===== src/rtl/async_evt_arbiter.sv =====
// Synchronises N asynchronous request lines, detects edges, and serialises them onto one valid/ready port.
// Optional sticky overflow tracking is compiled in when AEA_OVF_EN is defined.
module async_evt_arbiter #(
  parameter int N           = 4,
  parameter int SYNC_STAGES = 2,
  parameter int EDGE_MODE   = 0,
  parameter int IDW         = $clog2(N)
) (
  input  logic           clk,
  input  logic           rst_n,
  input  logic [N-1:0]   req_async,
  output logic           evt_valid,
  output logic [IDW-1:0] evt_id,
  input  logic           evt_ready,
  output logic [N-1:0]   pend,
  output logic [N-1:0]   ovf,
  input  logic [N-1:0]   ovf_clr
);

  typedef enum logic {IDLE, OFFER} state_t;

  logic [SYNC_STAGES-1:0] r_sync [N];
  logic [N-1:0]           r_hist;
  logic [N-1:0]           r_pend;
  logic [N-1:0]           w_cur;
  logic [N-1:0]           w_edge;
  logic [N-1:0]           w_clr;
  logic                   w_hs;

  state_t                 r_state, w_state_nxt;
  logic [IDW-1:0]         r_ptr, w_ptr_nxt;
  logic [IDW-1:0]         r_id, w_id_nxt;
  logic [IDW-1:0]         w_sel;
  logic                   w_found;

  always_ff @(posedge clk or negedge rst_n) begin
    if (!rst_n) begin
      for (int i = 0; i < N; i++) r_sync[i] <= '0;
      r_hist <= '0;
    end else begin
      for (int i = 0; i < N; i++) r_sync[i] <= {r_sync[i][SYNC_STAGES-2:0], req_async[i]};
      r_hist <= w_cur;
    end
  end

  always_comb begin
    w_cur = '0;
    for (int i = 0; i < N; i++) w_cur[i] = r_sync[i][SYNC_STAGES-1];
  end

  always_comb begin
    case (EDGE_MODE)
      0:       w_edge = w_cur & ~r_hist;
      1:       w_edge = ~w_cur & r_hist;
      default: w_edge = w_cur ^ r_hist;
    endcase
  end

  assign w_hs = (r_state == OFFER) && evt_ready;

  always_comb begin
    w_clr = '0;
    for (int i = 0; i < N; i++) w_clr[i] = w_hs && (r_id == IDW'(i));
  end

  // An edge in the same cycle as its own handshake re-arms the flag instead of being lost.
  always_ff @(posedge clk or negedge rst_n) begin
    if (!rst_n) r_pend <= '0;
    else        r_pend <= (r_pend & ~w_clr) | w_edge;
  end

`ifdef AEA_OVF_EN
  logic [N-1:0] r_ovf;
  logic [N-1:0] w_ovf_set;

  assign w_ovf_set = w_edge & r_pend & ~w_clr;

  always_ff @(posedge clk or negedge rst_n) begin
    if (!rst_n) r_ovf <= '0;
    else        r_ovf <= (r_ovf & ~ovf_clr) | w_ovf_set;
  end

  assign ovf = r_ovf;
`else
  logic w_unused_ovf_clr;
  assign w_unused_ovf_clr = ^ovf_clr;
  assign ovf              = '0;
`endif

  // Round-robin search: first pending channel at or after r_ptr, wrapping.
  always_comb begin
    int             k;
    logic [IDW-1:0] idx;
    w_found = 1'b0;
    w_sel   = '0;
    for (int j = 0; j < N; j++) begin
      k = int'(r_ptr) + j;
      if (k >= N) k = k - N;
      idx = IDW'(k);
      if (!w_found && r_pend[idx]) begin
        w_found = 1'b1;
        w_sel   = idx;
      end
    end
  end

  always_ff @(posedge clk or negedge rst_n) begin
    if (!rst_n) begin
      r_state <= IDLE;
      r_ptr   <= '0;
      r_id    <= '0;
    end else begin
      r_state <= w_state_nxt;
      r_ptr   <= w_ptr_nxt;
      r_id    <= w_id_nxt;
    end
  end

  always_comb begin
    w_state_nxt = r_state;
    w_ptr_nxt   = r_ptr;
    w_id_nxt    = r_id;
    case (r_state)
      IDLE: begin
        if (w_found) begin
          w_state_nxt = OFFER;
          w_id_nxt    = w_sel;
        end
      end
      OFFER: begin
        if (evt_ready) begin
          w_state_nxt = IDLE;
          w_ptr_nxt   = (r_id == IDW'(N-1)) ? '0 : r_id + 1'b1;
        end
      end
      default: w_state_nxt = IDLE;
    endcase
  end

  assign evt_valid = (r_state == OFFER);
  assign evt_id    = r_id;
  assign pend      = r_pend;

endmodule


===== config.mk =====
export PLATFORM = sky130hd
export DESIGN_NAME = async_evt_arbiter
export DESIGN_NICKNAME = d
export VERILOG_FILES = /design/src/rtl/async_evt_arbiter.sv
export SDC_FILE = /design/constraint.sdc
export NUM_CORES = 1
export LEC_CHECK = 0
export ABC_AREA = 1
export BUFFER_PORTS_ARGS = -buffer_cell sky130_fd_sc_hd__buf_2
export CAP_MARGIN = 20
export CORE_AREA = 4 4 49 61
export CTS_CLUSTER_DIAMETER = 120
export DETAILED_ROUTE_END_ITERATION = 8
export DIE_AREA = 0 0 53 65
export PLACE_DENSITY = 0.65
export SLEW_MARGIN = 20
export SYNTH_ARGS = -nofsm -noshare
export SYNTH_HDL_FRONTEND = slang
export SYNTH_SLANG_ARGS = --single-unit

===== constraint.sdc =====
create_clock -name clk -period 3 [get_ports clk]
set_input_delay 0.15 -clock clk [delete_from_list [all_inputs] [get_ports clk]]
set_output_delay 0.15 -clock clk [all_outputs]
set_load 0.01 [all_outputs]

==> flow_summary.html <==
<table>
<tr><th>Metric</th><th>Value</th></tr>
<tr><th colspan="2">Critical path</th></tr>
<tr><td>Critical path start-end classification</td><td>flop to flop</td></tr>
<tr><td>Depth of the most critical reg-to-reg path</td><td>9</td></tr>
<tr><td>Required time worst endpoint</td><td>3.20 ns</td></tr>
<tr><td>WP buf/inv</td><td>1</td></tr>
<tr><td>Crit path max-delay family</td><td>simple AND/OR/NAND/NOR gates</td></tr>
<tr><td>Kind of end point of the critical path</td><td>flop</td></tr>
<tr><td>Delay of the slowest cell on the worst path</td><td>0.64 ns</td></tr>
<tr><td>Critical path startpoint</td><td>r_ptr[0]</td></tr>
<tr><td>Worst reg2reg path endpoint</td><td>evt_id[1]</td></tr>
<tr><td>Stages on the worst setup path</td><td>9</td></tr>
<tr><td>Biggest fanout along the worst timing path</td><td>10</td></tr>
<tr><td>Reg2Reg Setup Slack</td><td>1.45 ns</td></tr>
<tr><td>Crit path max-delay cell type</td><td>sky130_fd_sc_hd__dfrtp_1</td></tr>
<tr><td>CP cell instances</td><td>nand2_1 -&gt; nand3_2 -&gt; nand2_2 -&gt; nor2_4 -&gt; nand3_2 -&gt; nand2_2 -&gt; inv_2 -&gt; nand2_1 -&gt; nand2_1</td></tr>
<tr><td>CP startpoint kind</td><td>flop</td></tr>
<tr><td>Crit path capture</td><td>evt_id[1]</td></tr>
<tr><td>Critical path data arrival time</td><td>1.75 ns</td></tr>
<tr><td>Worst r2r src</td><td>r_ptr[0]</td></tr>
<tr><td>Crit-path most repeated cell</td><td>sky130_fd_sc_hd__nand2_1</td></tr>
<tr><th colspan="2">Yosys</th></tr>
<tr><td>Arithmetic-cell share of the synthesized area counting full adders, half adders and majority gates</td><td>0.0481</td></tr>
<tr><td>Sequential cell area fraction in the yosys report</td><td>0.505</td></tr>
<tr><td>Largest family of logic cells by synthesized area</td><td>simple AND/OR/NAND/NOR gates</td></tr>
<tr><td>Simple logic cell fraction of the synthesized area</td><td>0.293</td></tr>
<tr><td>Gate count of the mapped netlist</td><td>approximately 120</td></tr>
<tr><td>Leading cell types by count after synthesis</td><td>42 x sky130_fd_sc_hd__nand2_1, 21 x sky130_fd_sc_hd__dfrtp_1, 15 x sky130_fd_sc_hd__inv_1</td></tr>
<tr><td>Number of enable flip-flop cells after synthesis</td><td>0</td></tr>
<tr><td>Share of the synthesized area in the top cell type</td><td>0.505</td></tr>
<tr><td>Cells taking the most area after synthesis</td><td>sky130_fd_sc_hd__dfrtp_1 50%, sky130_fd_sc_hd__nand2_1 15%, sky130_fd_sc_hd__inv_1 5.4%</td></tr>
<tr><td>Library cell with the highest instance count after synthesis</td><td>sky130_fd_sc_hd__nand2_1</td></tr>
<tr><td>Synth async-reset ratio</td><td>1.00</td></tr>
<tr><td>Compound-gate portion of the synthesized area</td><td>0.0385</td></tr>
<tr><td>Count of yosys warnings during synthesis</td><td>0</td></tr>
<tr><td>Share of synthesized area spent on multiplexers</td><td>0</td></tr>
<tr><td>Average cell area after synthesis</td><td>about 8.5 um^2</td></tr>
<tr><td>Most common flop cell mapped by yosys</td><td>sky130_fd_sc_hd__dfrtp_1</td></tr>
<tr><td>Mapped cell area</td><td>0.00104 mm^2</td></tr>
<tr><td>Share of the synthesized netlist area taken by xor and xnor gates</td><td>0</td></tr>
<tr><td>Cell taking the most area after synthesis</td><td>sky130_fd_sc_hd__dfrtp_1</td></tr>
<tr><td>Distinct cells, synth</td><td>17</td></tr>
<tr><td>Flop and latch count out of synthesis</td><td>21</td></tr>
<tr><th colspan="2">Clock tree</th></tr>
<tr><td>H-tree depth</td><td>1</td></tr>
<tr><td>Post-CTS setup buffer count</td><td>0</td></tr>
<tr><td>Clk Tree Root Cell</td><td>sky130_fd_sc_hd__clkbuf_4</td></tr>
<tr><td>TritonCTS Buffers</td><td>3</td></tr>
<tr><td>Clock net sink count</td><td>21</td></tr>
<tr><td>Bufs on Longest Clock Path</td><td>2</td></tr>
<tr><td>Clock tree from TritonCTS</td><td>done</td></tr>
<tr><td>Clk Latency, worst-skew pair</td><td>around 0.30 ns</td></tr>
<tr><td>Clock-pin slew reported for the worst setup and hold paths after clock tree synthesis</td><td>0.10 ns</td></tr>
<tr><td>Cts repair resizes</td><td>0</td></tr>
<tr><th colspan="2">Place</th></tr>
<tr><td>Total of buffers placed on input and output ports</td><td>13</td></tr>
<tr><td>GPL Wtd Cong</td><td>0.780</td></tr>
<tr><td>Half-perimeter wire length after placement</td><td>roughly 1.4 mm</td></tr>
<tr><th colspan="2">Floorplanning</th></tr>
<tr><td>Die X</td><td>about 53 um</td></tr>
<tr><td>CORE AREA</td><td>approximately 0.0024 mm^2</td></tr>
<tr><td>Die height</td><td>between 60 and 70 um</td></tr>
<tr><td>I/O pin total</td><td>22</td></tr>
<tr><td>Initial Util</td><td>0.429</td></tr>
<tr><td>Full die area</td><td>between 0.003 and 0.004 mm^2</td></tr>
<tr><td>Number of rows in the core area</td><td>20</td></tr>
<tr><th colspan="2">Power and ir drop</th></tr>
<tr><td>Pwr/cell area</td><td>936 mW/mm^2</td></tr>
<tr><td>IR Drop Worst-Case VDD</td><td>0.423 mV</td></tr>
<tr><td>Final Power</td><td>1120 uW</td></tr>
<tr><td>Leakage power</td><td>approximately 0.00066 uW</td></tr>
<tr><th colspan="2">Drt</th></tr>
<tr><td>Post-detailed-route DRC marker count</td><td>0</td></tr>
<tr><td>Total wirelength of the detailed-routed design</td><td>~1.8 mm</td></tr>
<tr><td>Residual antenna-violating net count after detailed routing</td><td>0</td></tr>
<tr><td>Vias per cell</td><td>between 4 and 5</td></tr>
<tr><td>Initial DRC Count</td><td>21</td></tr>
<tr><td>Average wire per standard cell</td><td>10.0 um</td></tr>
<tr><td>DR vias</td><td>between 700 and 800</td></tr>
<tr><td>Number of iterations in the first detailed-routing pass</td><td>4</td></tr>
<tr><th colspan="2">Global route</th></tr>
<tr><td>Global-route wire length before repair</td><td>between 3 and 4 mm</td></tr>
<tr><td>Initial antenna violation count</td><td>0</td></tr>
<tr><td>Met1 Usage GRT</td><td>0.123</td></tr>
<tr><td>Largest net degree at the start of global routing</td><td>22</td></tr>
<tr><td>Vias in the first global route</td><td>759</td></tr>
<tr><td>Overflow left after global routing</td><td>0</td></tr>
<tr><td>Met2 Usage GRT</td><td>0.227</td></tr>
<tr><td>Most used routing layer in global routing</td><td>met2</td></tr>
<tr><td>M3 GR Usage</td><td>0.0138</td></tr>
<tr><td>GRT Overall Usage</td><td>0.119</td></tr>
<tr><th colspan="2">Timing</th></tr>
<tr><td>Hold_ws</td><td>0.0594 ns</td></tr>
<tr><td>Ratio of final minimum period to clock period</td><td>0.517</td></tr>
<tr><td>Sum Neg Setup Slack</td><td>0 ns</td></tr>
<tr><td>Clock skew after layout</td><td>between 0.008 and 0.009 ns</td></tr>
<tr><td>Setup violation total in the final timing report</td><td>0</td></tr>
<tr><td>Number of hold-slack violations in the final timing report</td><td>0</td></tr>
<tr><td>Unrepaired setup endpoints after global routing</td><td>false</td></tr>
<tr><td>Achievable Freq</td><td>0.645 GHz</td></tr>
<tr><td>Minimum clock period after layout</td><td>1.55 ns</td></tr>
<tr><td>Fin. max-slew vios</td><td>0</td></tr>
<tr><th colspan="2">Layout</th></tr>
<tr><td>Area added between synthesis and finish</td><td>14.8%</td></tr>
<tr><td>Fraction of layout cells with a size suffix above 1</td><td>0.224</td></tr>
<tr><td>Fin util</td><td>0.492</td></tr>
<tr><td>Final layout net count</td><td>~160</td></tr>
<tr><td>Number of antenna cells inserted</td><td>0</td></tr>
<tr><th colspan="2">Job</th></tr>
<tr><td>Number of violations of the max-capacitance limit</td><td>0</td></tr>
<tr><th colspan="2">Worst hold path</th></tr>
<tr><td>Path type of the worst min-delay path</td><td>input port to flop</td></tr>
<tr><th colspan="2">Outcome</th></tr>
<tr><td>Status</td><td>finished clean</td></tr>
</table>
[layout by cell type (no fill, tap or decap), drive strengths merged]
cell type    netlist  routed
nand3              9       9
ha                 4       4
o21ai              8       8
nor2               4       4
dlygate4sd3        0       5
dfrtp             21      21
clkinv             0       1
clkbuf             0       3
nand2             50      50
inv               18      18
buf                5      13
conb               1       4
and2               1       1
nand4              2       2
[registers in the layout, summed over array words and instances (netlist names)]
register	count
evt_id	2
r_ptr	2
pend	4
r_sync	8
evt_valid	1
r_hist	4
[where the power goes]
part	total [uW]	switching, uW	internal, uW	leakage, uW
logic	560	356	204	0.000406
registers	428	82.3	345	0.000240
clock network	132	82.1	49.7	0.0000177
[final cells by class]
| class | count | area [um^2] |
|---|---|---|
| well taps | 33 | 41.3 |
| fillers | 237 | 1230 |
| repair buffers | 18 | 115 |
| clock buffers | 3 | 22.5 |
| inverters | 18 | 75.1 |
| multi-input cells | 82 | 410 |
| clock inverters | 1 | 5.00 |
| flip-flops and latches | 21 | 526 |
[layer usage]
metal  up-vias  routed length [um]
li1        405                   -
met1       373                 707
met2        12                 989
met3         4                  37
met4         0                  27
met5         -                   0
[worst min path at each step]
stage,start,end,slack (ns),cells past startpoint
finish,evt_ready,evt_valid,0.06,2
global route,evt_ready,evt_valid,0.07,2
CTS,evt_ready,evt_valid,0.05,2
detailed placement,rst_n,r_sync[0],0.12,1
global placement,rst_n,r_sync[1],0.12,1
floorplan,rst_n,evt_id[0],-0.15,0
[per-stage QoR]
step / area [um^2] / std cells / setup slack (ns)
floorplan: 1050 / 126 / 1.73
global placement: 1120 / 167 / 1.50
detailed placement: 1120 / 167 / 1.48
CTS: 1190 / 176 / 1.45
global route: 1190 / 176 / 1.32
finish: 1190 / 176 / 1.45
[cells by family (layout without fill, tap and decap cells)]
logic type               count (synthesis)  in the layout
AND/OR/NAND/NOR                         66             66
buffers and inverters                   23             40
flip-flops                              21             21
AO/OA/AOI/OAI                            8              8
adder cells (fa/ha/maj)                  4              4
other                                    1              4
[what timing repair did]
item	CTS	global route
endpoints found under the setup margin	0	0
hold endpoints to repair	25	0
hold buffers	5	0
No activity file was read; power rests on OpenSTA's default activity.
